File: src/rtl/read_manager_v3.sv
// -----------------------------------------------------------------------------
// read_manager_v3
//
// Read manager for the OFC event buffer. It counts complete events by
// collecting per-channel write-complete strobes against the enable mask. For
// each stored event it walks the shared ring RAM once per enabled channel,
// driving raddr / ren / read_input_id. It also provides downstream
// back-pressure, a diagnosis of which channels are missing when a partial event
// times out, and an occupancy count that stays correct when the counters wrap.
//
// Optional build macro:
//   SNOOZE_EN - when defined, a new event read starts only after at least
//               snooze_threshold idle clocks since the previous read_done.
//               When undefined, snooze_threshold is ignored.
//
// Ports:
//   clk                 system clock
//   rst_n               asynchronous active-low reset
//   live_rising         synchronous run restart (same effect as reset)
//   HALF_PACKAGE_LENGTH words per channel per event (>= 1)
//   MEMORY_DEPTH        ring depth in words (>= HALF_PACKAGE_LENGTH)
//   MAX_NEVENT          occupancy limit for buffer_full
//   input_ena           channel enable mask
//   w_complete          per-channel write-done strobes
//   snooze_threshold    idle clocks required between events (SNOOZE_EN only)
//   rd_ready            downstream accepts the current word
//   raddr/ren/read_input_id  RAM read address, read valid, channel being read
//   n_write/n_read      events fully written / fully read
//   occupancy           n_write - n_read (modulo 2^CNT_W)
//   read_done           one-cycle pulse at the end of each event read
//   timeout             sticky partial-event timeout
//   timeout_mask        enabled channels still missing at timeout
//   buffer_full         sticky overflow flag (occupancy > MAX_NEVENT)
// -----------------------------------------------------------------------------
module read_manager_v3 #(
    parameter int N_CH             = 16,
    parameter int CH_W             = $clog2(N_CH),
    parameter int ADDR_W           = 14,
    parameter int LEN_W            = 10,
    parameter int CNT_W            = 16,
    parameter int MAX_WAITING_TIME = 1000,
    parameter int TO_W             = 12
) (
    input  logic              clk,
    input  logic              rst_n,
    input  logic              live_rising,
    input  logic [LEN_W-1:0]  HALF_PACKAGE_LENGTH,
    input  logic [ADDR_W-1:0] MEMORY_DEPTH,
    input  logic [CNT_W-1:0]  MAX_NEVENT,
    input  logic [N_CH-1:0]   input_ena,
    input  logic [N_CH-1:0]   w_complete,
    input  logic [15:0]       snooze_threshold,
    input  logic              rd_ready,
    output logic [ADDR_W-1:0] raddr,
    output logic              ren,
    output logic [CH_W-1:0]   read_input_id,
    output logic [CNT_W-1:0]  n_write,
    output logic [CNT_W-1:0]  n_read,
    output logic [CNT_W-1:0]  occupancy,
    output logic              read_done,
    output logic              timeout,
    output logic [N_CH-1:0]   timeout_mask,
    output logic              buffer_full
);

    typedef enum logic [1:0] {IDLE, READ, NEXT, DONE} state_t;

    state_t              state_q, state_d;
    logic [N_CH-1:0]     w_tag_q, w_tag_d;
    logic [N_CH-1:0]     ena_q, ena_d;
    logic [N_CH-1:0]     tmask_q, tmask_d;
    logic [ADDR_W-1:0]   raddr_q, raddr_d;
    logic [ADDR_W-1:0]   init_q, init_d;
    logic [LEN_W-1:0]    cnt_q, cnt_d;
    logic [CH_W-1:0]     id_q, id_d;
    logic                ren_q, ren_d;
    logic                done_q, done_d;
    logic                to_q, to_d;
    logic                full_q, full_d;
    logic [CNT_W-1:0]    nw_q, nw_d;
    logic [CNT_W-1:0]    nr_q, nr_d;
    logic [TO_W-1:0]     tcnt_q, tcnt_d;
    logic [15:0]         snz_q, snz_d;

    logic [N_CH-1:0]     tag;
    logic                ev_written;
    logic [CNT_W-1:0]    occ;
    logic [LEN_W:0]      cnt_inc;
    logic                last_word;
    logic [ADDR_W-1:0]   raddr_inc;
    logic [ADDR_W:0]     init_sum;
    logic [ADDR_W-1:0]   init_wrapped;
    logic [CH_W-1:0]     first_ch;
    logic [CH_W-1:0]     next_ch;
    logic                has_next;
    logic                snooze_ok;

    assign tag        = w_tag_q | (w_complete & input_ena);
    assign ev_written = (input_ena != '0) && (tag == input_ena);
    // Modular subtraction keeps occupancy right across counter wrap.
    assign occ        = nw_q - nr_q;
    assign cnt_inc    = {1'b0, cnt_q} + (LEN_W+1)'(1);
    assign last_word  = cnt_inc >= {1'b0, HALF_PACKAGE_LENGTH};
    assign raddr_inc  = (raddr_q == MEMORY_DEPTH - ADDR_W'(1)) ? '0 : raddr_q + ADDR_W'(1);
    // Ring wrap of the event base address without a modulo operator.
    assign init_sum     = {1'b0, init_q} + (ADDR_W+1)'(HALF_PACKAGE_LENGTH);
    assign init_wrapped = (init_sum >= {1'b0, MEMORY_DEPTH})
                          ? ADDR_W'(init_sum - {1'b0, MEMORY_DEPTH})
                          : ADDR_W'(init_sum);

`ifdef SNOOZE_EN
    assign snooze_ok = snz_q >= snooze_threshold;
`else
    logic unused_snooze;
    assign unused_snooze = ^snooze_threshold;
    assign snooze_ok     = 1'b1;
`endif

    // Lowest enabled channel of the live mask (used when an event read starts)
    // and the next higher enabled channel of the latched mask.
    always_comb begin
        first_ch = '0;
        next_ch  = '0;
        has_next = 1'b0;
        for (int i = N_CH - 1; i >= 0; i--) begin
            if (input_ena[i]) begin
                first_ch = CH_W'(i);
            end
            if (ena_q[i] && (i > int'(id_q))) begin
                next_ch  = CH_W'(i);
                has_next = 1'b1;
            end
        end
    end

    always_comb begin
        state_d = state_q;
        raddr_d = raddr_q;
        ren_d   = ren_q;
        id_d    = id_q;
        cnt_d   = cnt_q;
        init_d  = init_q;
        ena_d   = ena_q;
        nr_d    = nr_q;
        done_d  = 1'b0;
        snz_d   = (snz_q == 16'hFFFF) ? snz_q : snz_q + 16'd1;
        to_d    = to_q;
        tmask_d = tmask_q;
        full_d  = full_q;

        // Write side
        nw_d    = ev_written ? nw_q + CNT_W'(1) : nw_q;
        w_tag_d = ev_written ? '0 : tag;

        // Partial-event timeout; counter saturates once past the limit
        if (w_tag_q == '0) begin
            tcnt_d = '0;
        end else if (tcnt_q <= TO_W'(MAX_WAITING_TIME)) begin
            tcnt_d = tcnt_q + TO_W'(1);
        end else begin
            tcnt_d = tcnt_q;
        end
        if (!to_q && (tcnt_q > TO_W'(MAX_WAITING_TIME))) begin
            to_d    = 1'b1;
            tmask_d = input_ena & ~w_tag_q;
        end

        if (occ > MAX_NEVENT) begin
            full_d = 1'b1;
        end

        case (state_q)
            IDLE: begin
                ren_d = 1'b0;
                if (!to_q && (occ != '0) && snooze_ok) begin
                    state_d = READ;
                    raddr_d = init_q;
                    id_d    = first_ch;
                    cnt_d   = '0;
                    ren_d   = 1'b1;
                    ena_d   = input_ena;
                end
            end
            READ: begin
                if (ren_q && rd_ready) begin
                    if (!last_word) begin
                        cnt_d   = cnt_inc[LEN_W-1:0];
                        raddr_d = raddr_inc;
                    end else if (has_next) begin
                        state_d = NEXT;
                        ren_d   = 1'b0;
                    end else begin
                        state_d = DONE;
                        ren_d   = 1'b0;
                    end
                end
            end
            NEXT: begin
                state_d = READ;
                id_d    = next_ch;
                raddr_d = init_q;
                cnt_d   = '0;
                ren_d   = 1'b1;
            end
            DONE: begin
                state_d = IDLE;
                ren_d   = 1'b0;
                nr_d    = nr_q + CNT_W'(1);
                done_d  = 1'b1;
                init_d  = init_wrapped;
                snz_d   = '0;
            end
            default: begin
                state_d = IDLE;
                ren_d   = 1'b0;
            end
        endcase
    end

    always_ff @(posedge clk or negedge rst_n) begin
        if (!rst_n) begin
            state_q <= IDLE;
            w_tag_q <= '0;
            ena_q   <= '0;
            tmask_q <= '0;
            raddr_q <= '0;
            init_q  <= '0;
            cnt_q   <= '0;
            id_q    <= '0;
            ren_q   <= 1'b0;
            done_q  <= 1'b0;
            to_q    <= 1'b0;
            full_q  <= 1'b0;
            nw_q    <= '0;
            nr_q    <= '0;
            tcnt_q  <= '0;
            snz_q   <= '1;
        end else if (live_rising) begin
            state_q <= IDLE;
            w_tag_q <= '0;
            ena_q   <= '0;
            tmask_q <= '0;
            raddr_q <= '0;
            init_q  <= '0;
            cnt_q   <= '0;
            id_q    <= '0;
            ren_q   <= 1'b0;
            done_q  <= 1'b0;
            to_q    <= 1'b0;
            full_q  <= 1'b0;
            nw_q    <= '0;
            nr_q    <= '0;
            tcnt_q  <= '0;
            snz_q   <= '1;
        end else begin
            state_q <= state_d;
            w_tag_q <= w_tag_d;
            ena_q   <= ena_d;
            tmask_q <= tmask_d;
            raddr_q <= raddr_d;
            init_q  <= init_d;
            cnt_q   <= cnt_d;
            id_q    <= id_d;
            ren_q   <= ren_d;
            done_q  <= done_d;
            to_q    <= to_d;
            full_q  <= full_d;
            nw_q    <= nw_d;
            nr_q    <= nr_d;
            tcnt_q  <= tcnt_d;
            snz_q   <= snz_d;
        end
    end

    assign raddr         = raddr_q;
    assign ren           = ren_q;
    assign read_input_id = id_q;
    assign n_write       = nw_q;
    assign n_read        = nr_q;
    assign occupancy     = occ;
    assign read_done     = done_q;
    assign timeout       = to_q;
    assign timeout_mask  = tmask_q;
    assign buffer_full   = full_q;

endmodule
File: config.mk
export PLATFORM = sky130hd
export DESIGN_NAME = read_manager_v3
export DESIGN_NICKNAME = d
export VERILOG_FILES = /design/src/rtl/read_manager_v3.sv
export SDC_FILE = /design/constraint.sdc
export NUM_CORES = 1
export LEC_CHECK = 0
export BUFFER_PORTS_ARGS = -buffer_cell sky130_fd_sc_hd__buf_2
export CAP_MARGIN = 5
export CORE_MARGIN = 10
export CORE_UTILIZATION = 33
export DETAILED_ROUTE_END_ITERATION = 8
export SLEW_MARGIN = 10
export SYNTH_ARGS = -nofsm -noshare
export SYNTH_HDL_FRONTEND = slang
export SYNTH_SLANG_ARGS = --single-unit
export TNS_END_PERCENT = 20
File: constraint.sdc
create_clock -name clk -period 5 [get_ports clk]
set_input_delay 0.25 -clock clk [delete_from_list [all_inputs] [get_ports clk]]
set_output_delay 0.25 -clock clk [all_outputs]
set_load 0.01 [all_outputs]
; ---- Word-level counts from Yosys, hierarchy flattened
; Index checks and enable logic that the tools add are counted.
[totals]
ff_bits = 140
input_bits = 92
output_inout_bits = 86
wordCells = 189
[op_classes]
muxes = 94
n_eq_ne = 9
n_reduce_logical = 38
bitwise = 4
add_sub_neg = 9
n_lt_le_gt_ge = 20
[op_table]
columns = op, n
row1 = 16-bit two-way mux, 11
row2 = 4-bit two-way mux, 33
row3 = 14-bit two-way mux, 8
row4 = 14-bit one-hot mux with 3 select lines, 1
row5 = 10-bit two-way mux, 4
row6 = 12-bit two-way mux, 3
row7 = "16-bit by 1-bit adder with 16-bit output, second input constant", 2
row8 = 16-bit AND, 2
row9 = "4-bit greater-than comparator, first input constant", 8
row10 = 16-bit nonzero test, 2
row11 = 10-bit one-hot mux with 3 select lines, 1
row12 = 1-bit two-way mux, 26
row13 = 1-bit logical AND, 19
row14 = 16-bit equality test, 1
row15 = 16-bit greater-than comparator, 1
row16 = "3-bit by 4-bit greater-than comparator with 1-bit output, first input constant", 4
row17 = 16-bit logical NOT, 1
row18 = 16-bit NOT, 1
row19 = 16-bit OR, 1
row20 = 16-bit subtractor, 1
row21 = 14-bit by 10-bit adder with 15-bit output, 1
row22 = 15-bit by 14-bit greater-or-equal comparator with 1-bit output, 1
row23 = "14-bit by 1-bit adder with 14-bit output, second input constant", 1
row24 = 14-bit equality test, 1
row25 = 24 further kinds, 40

; ---- Logic depth before layout (Yosys ltp)
[logic_depth]
ltp_word = 22
depth_mapped = 21
ltp_nobuf = 20

; ---- Least setup slack after synthesis
; Ideal clock, no wire load.
[synth_path]
path_type = reg2reg
startpoint = reg init_q[0]
endpoint = reg init_q[3]
stages_incl_launch_ff = 21
period_less_slack_ns = 4.248
slack_ns = 0.752
required_ns = 4.906
arrival_ns = 4.154
setup_ns = 0.094
n_path_buf = 1
cell_sequence = dfrtp_1 > ha_1 > inv_1 > fa_1 > nor2b_1 > o21ai_0 > a21oi_1 > o21a_1 > a311o_1 > and3_1 > xor2_1 > ha_1 > nand2_1 > or2_2 > a2111oi_0 > o31a_1 > a311o_1 > clkbuf_1 > and3_1 > a21oi_1 > a211oi_1
[synth_between]
elab_chain_cells = 5
elab_cells_between_ends = 6
cone_classes = add/sub (2) / order compare (1) / mux (3)
[synth_rtl]
columns = element, line_no
row1 = "start, declared", 73  ; logic [ADDR_W-1:0] init_q, init_d;
row2 = "start signal, assigned", 261  ; init_q <= init_d;
row3 = 14-bit by 10-bit adder with 15-bit output *, 106  ; assign init_sum = {1'b0, init_q} + (ADDR_W+1)'(HALF_PACKAGE_LENGTH);
row4 = 14-bit subtractor / 15-bit by 14-bit greater-or-equal comparator with 1-bit output (equally long branches), "108, 107"
row5 = 14-bit two-way mux *, 108  ; ? ADDR_W'(init_sum - {1'b0, MEMORY_DEPTH})
row6 = 14-bit two-way mux *, 172  ; case (state_q)
row7 = 14-bit two-way mux *, 238  ; end else if (live_rising) begin
; Mark *: on every way between the ends. The rest lies on a longest branch, timed or not. The select of a mux whose other input is x is not followed.
; A chain may end at the register's enable or synchronous reset.

; ---- Final worst setup path
[layout_path]
startpoint = reg init_q[1]
endpoint = reg init_q[11]
; Same word-level chain as after synthesis.

==> flow_summary.toml <==
[status]
status = "complete, no violations"

[logic_synthesis]
ys_ff_latch = 139
ys_seq_area_frac = 0.328
synth_edf_count = 0
syn_nets = 1450
async_reset_ff_frac = 1.00
synth_cell_types = 72
ys_warn_count = 0
synth_ff_type = "dfrtp_1"
syn_area_per_cell_um2 = 8.27
netlist_area_um2 = 10600
postSynthCellCount = 1283

[worst_setup_path]
crit_chain = "ha_1 -> a21o_1 -> a21oi_1 -> o21a_1 -> nor2_1 -> o211a_1 -> o21a_1 -> o21ai_0 -> xnor2_1 -> ha_1 -> nor3_1 -> nor2_1 -> a21o_1 -> o31a_1 -> a311o_2 -> or3_1 -> mux2_2 -> a31oi_1"
r2r_cells = 18
rrSetupSlack_ps = 330
start_kind = "flop"
critPathKind = "flop to flop"
worstPathArrival_ps = 5020
r2r_start = "init_q[1]"
cp-end-kind = "flop"
cp_data_required_time_ps = 5340
path_max_fanout = 11
cpMaxStageDelayCell = "a311o_2"
r2r-end = "init_q[11]"
critPathMaxStageDelay_ps = 470

[die]
rows = 65
start_util = 0.335
fp.dieArea_um2 = 39700
dieHeight_um = 199
core_um2 = 31600
pin_count = 178
die_width_um = 199

[drt]
viasPerCell = 5.46
postRouteAntennaNets = 0
drtIter0Drc = 629
first_pass_iters = 6
route.detailed.drc = 0
drt-total-wl_um = 32300
vias = 10000
routedWlPerCell_um = 17.6

[sta]
period_share = 0.935
slew_violations = 0
finalSetupTns_ps = 0
setup_violations = 0
finalHoldViolCount = 0
skew_ps = 15.6
period_needed_ps = 4670
fmax_mhz = 214
worst-slew-pin-transition_ps = 1140
slew_headroom = 0.238
rsz0062_at_grt = "no"

[grt]
antenna_found_initial = 0
grt_max_degree = 102
grt_pass1_wl_um = 51900
grt-ovfl-total = 0
grt_pass1_vias = 9702
grt_usage = 0.162

[power]
design_power_total_uw = 4760
irDropWorstVdd_uv = 239
p_per_area_nw_per_um2 = 382
cellLeakagePower_uw = 0.00598

[place]
place_congestion = 0.881
hpwl_um = 25000
place_inst = 1806
io_buffers = 161

[cts]
cts_tree = "done"
insertion_delay_ps = 430
path_clk_slew_ps = 70
cts_max_level = 4
cts_buffer_depth = 2
cts-root-buf = "clkbuf_16"
post-cts-setup-buffer-count = 0
cts_buffers = 17
cts.sinks = 139

[layout]
finalNetCount = 1591
area_growth_pct = 17.3
drive_gt1_frac = 0.159
diodes = 0
fin_cells = 1839

[min_path]
min_to = "w_tag_q[3]"
hold_class = "primary input to flop"
hold_depth = 3
min-delay-start = "w_complete[3]"

[run]
cap_violations = 0
-- kinds of logic after synthesis --
group | synth area share
buf+inv | 0.0567
mux | 0.0221
simple gates | 0.233
flops | 0.328
xor+xnor | 0.0702
fa+ha+maj | 0.0906
compound gates | 0.200
-- state kept, by name (all words and copies together) (netlist names) --
name / cells
cnt_q: 10
ena_q: 15
ren: 1
n_read: 16
n_write: 16
timeout: 1
read_done: 1
timeout_mask: 16
raddr: 14
tcnt_q: 12
read_input_id: 4
buffer_full: 1
w_tag_q: 16
init_q: 14
state_q: 2
-- worst max path at each step --
stage | start | endpoint | slack [ps] | cells past startpoint
final | init_q[1] | init_q[11] | 330 | 18
after global routing | init_q[0] | init_q[11] | 20 | 21
after CTS | init_q[0] | init_q[7] | 280 | 19
after detailed placement | init_q[0] | init_q[7] | 290 | 19
after global placement | HALF_PACKAGE_LENGTH[1] | init_q[7] | 390 | 19
after floorplan | init_q[0] | init_q[3] | 750 | 20
-- synth_stat cells, types with 15 or more instances --
library cell / instances / area [um2]
a211oi_1: 21 / 158
o21a_1: 16 / 120
mux2i_1: 20 / 200
a32o_1: 18 / 180
dfrtp_1: 139 / 3480
nor2b_1: 15 / 93.8
ha_1: 72 / 901
nor3_1: 33 / 165
xnor2_1: 52 / 455
nor3b_1: 25 / 188
nor2_1: 150 / 563
o21ai_0: 53 / 265
nand2_1: 85 / 319
nand2b_1: 26 / 163
nand3_1: 50 / 250
clkbuf_1: 50 / 188
a21oi_1: 87 / 435
inv_1: 104 / 390
nand4_1: 18 / 113
nor4_1: 20 / 125
xor2_1: 33 / 289
-- critical path: cells and delay by family (launching register included) --
kind	cells	cell delay (ps)
flip-flops	1	410
XOR/XNOR	1	180
AND/OR/NAND/NOR	4	670
AO/OA/AOI/OAI	10	2480
multiplexers	1	260
adder cells (fa/ha/maj)	2	580
-- metrics by stage --
stage               hold WS, ps  instance area [um2]  worst slack [ps]   util
global route               79.0                12400              22.1  0.393
CTS                        58.2                12400               280  0.393
detailed placement          458                11800               286  0.374
finish                     80.6                12400               327  0.393
floorplan                 -45.6                10600               752      -
global placement            459                11800               388  0.374
-- placed cells by master, fill, tap and decap left out, types with 20 or more instances in the layout --
master    netlist  layout
o21ai_0        53      53
inv_1         104     104
a211oi_1       21      21
nor3b_1        25      25
nor2_1        150     150
xnor2_1        52      52
xor2_1         33      33
buf_2           1     159
ha_1           72      72
nand2b_1       26      26
nand2_1        85      85
mux2i_1        20      20
nand3_1        50      50
a21oi_1        87      87
nor3_1         33      32
nor4_1         20      20
dfrtp_1       139     139
-- area by class of cell --
class / count / area [um2]
Sequential cell: 139 / 3480
Clock buffer: 17 / 425
Timing Repair Buffer: 176 / 930
Fill cell: 3207 / 19200
Inverter: 104 / 390
Tap cell: 402 / 503
Clock inverter: 15 / 179
Multi-Input combinational cell: 986 / 6540
-- power by group --
group / total [uW] / internal [uW] / switching, uW
logic: 2000 / 825 / 1170
clock network: 1300 / 717 / 579
registers: 1470 / 1250 / 212
-- metal layers --
metal  share of wire  GRT usage
met4           0.010     0.0322
met5               0          0
met3           0.054     0.0336
met2            0.47      0.259
met1            0.47      0.219
-- timing repair --
item / in CTS / in global routing
endpoints found under the hold margin: 21 / 0
hold buffers: 1 / 0
gates resized for setup: 0 / 2
setup endpoints to repair: 0 / 9
Note: power is estimated with default switching activity, not from simulation.
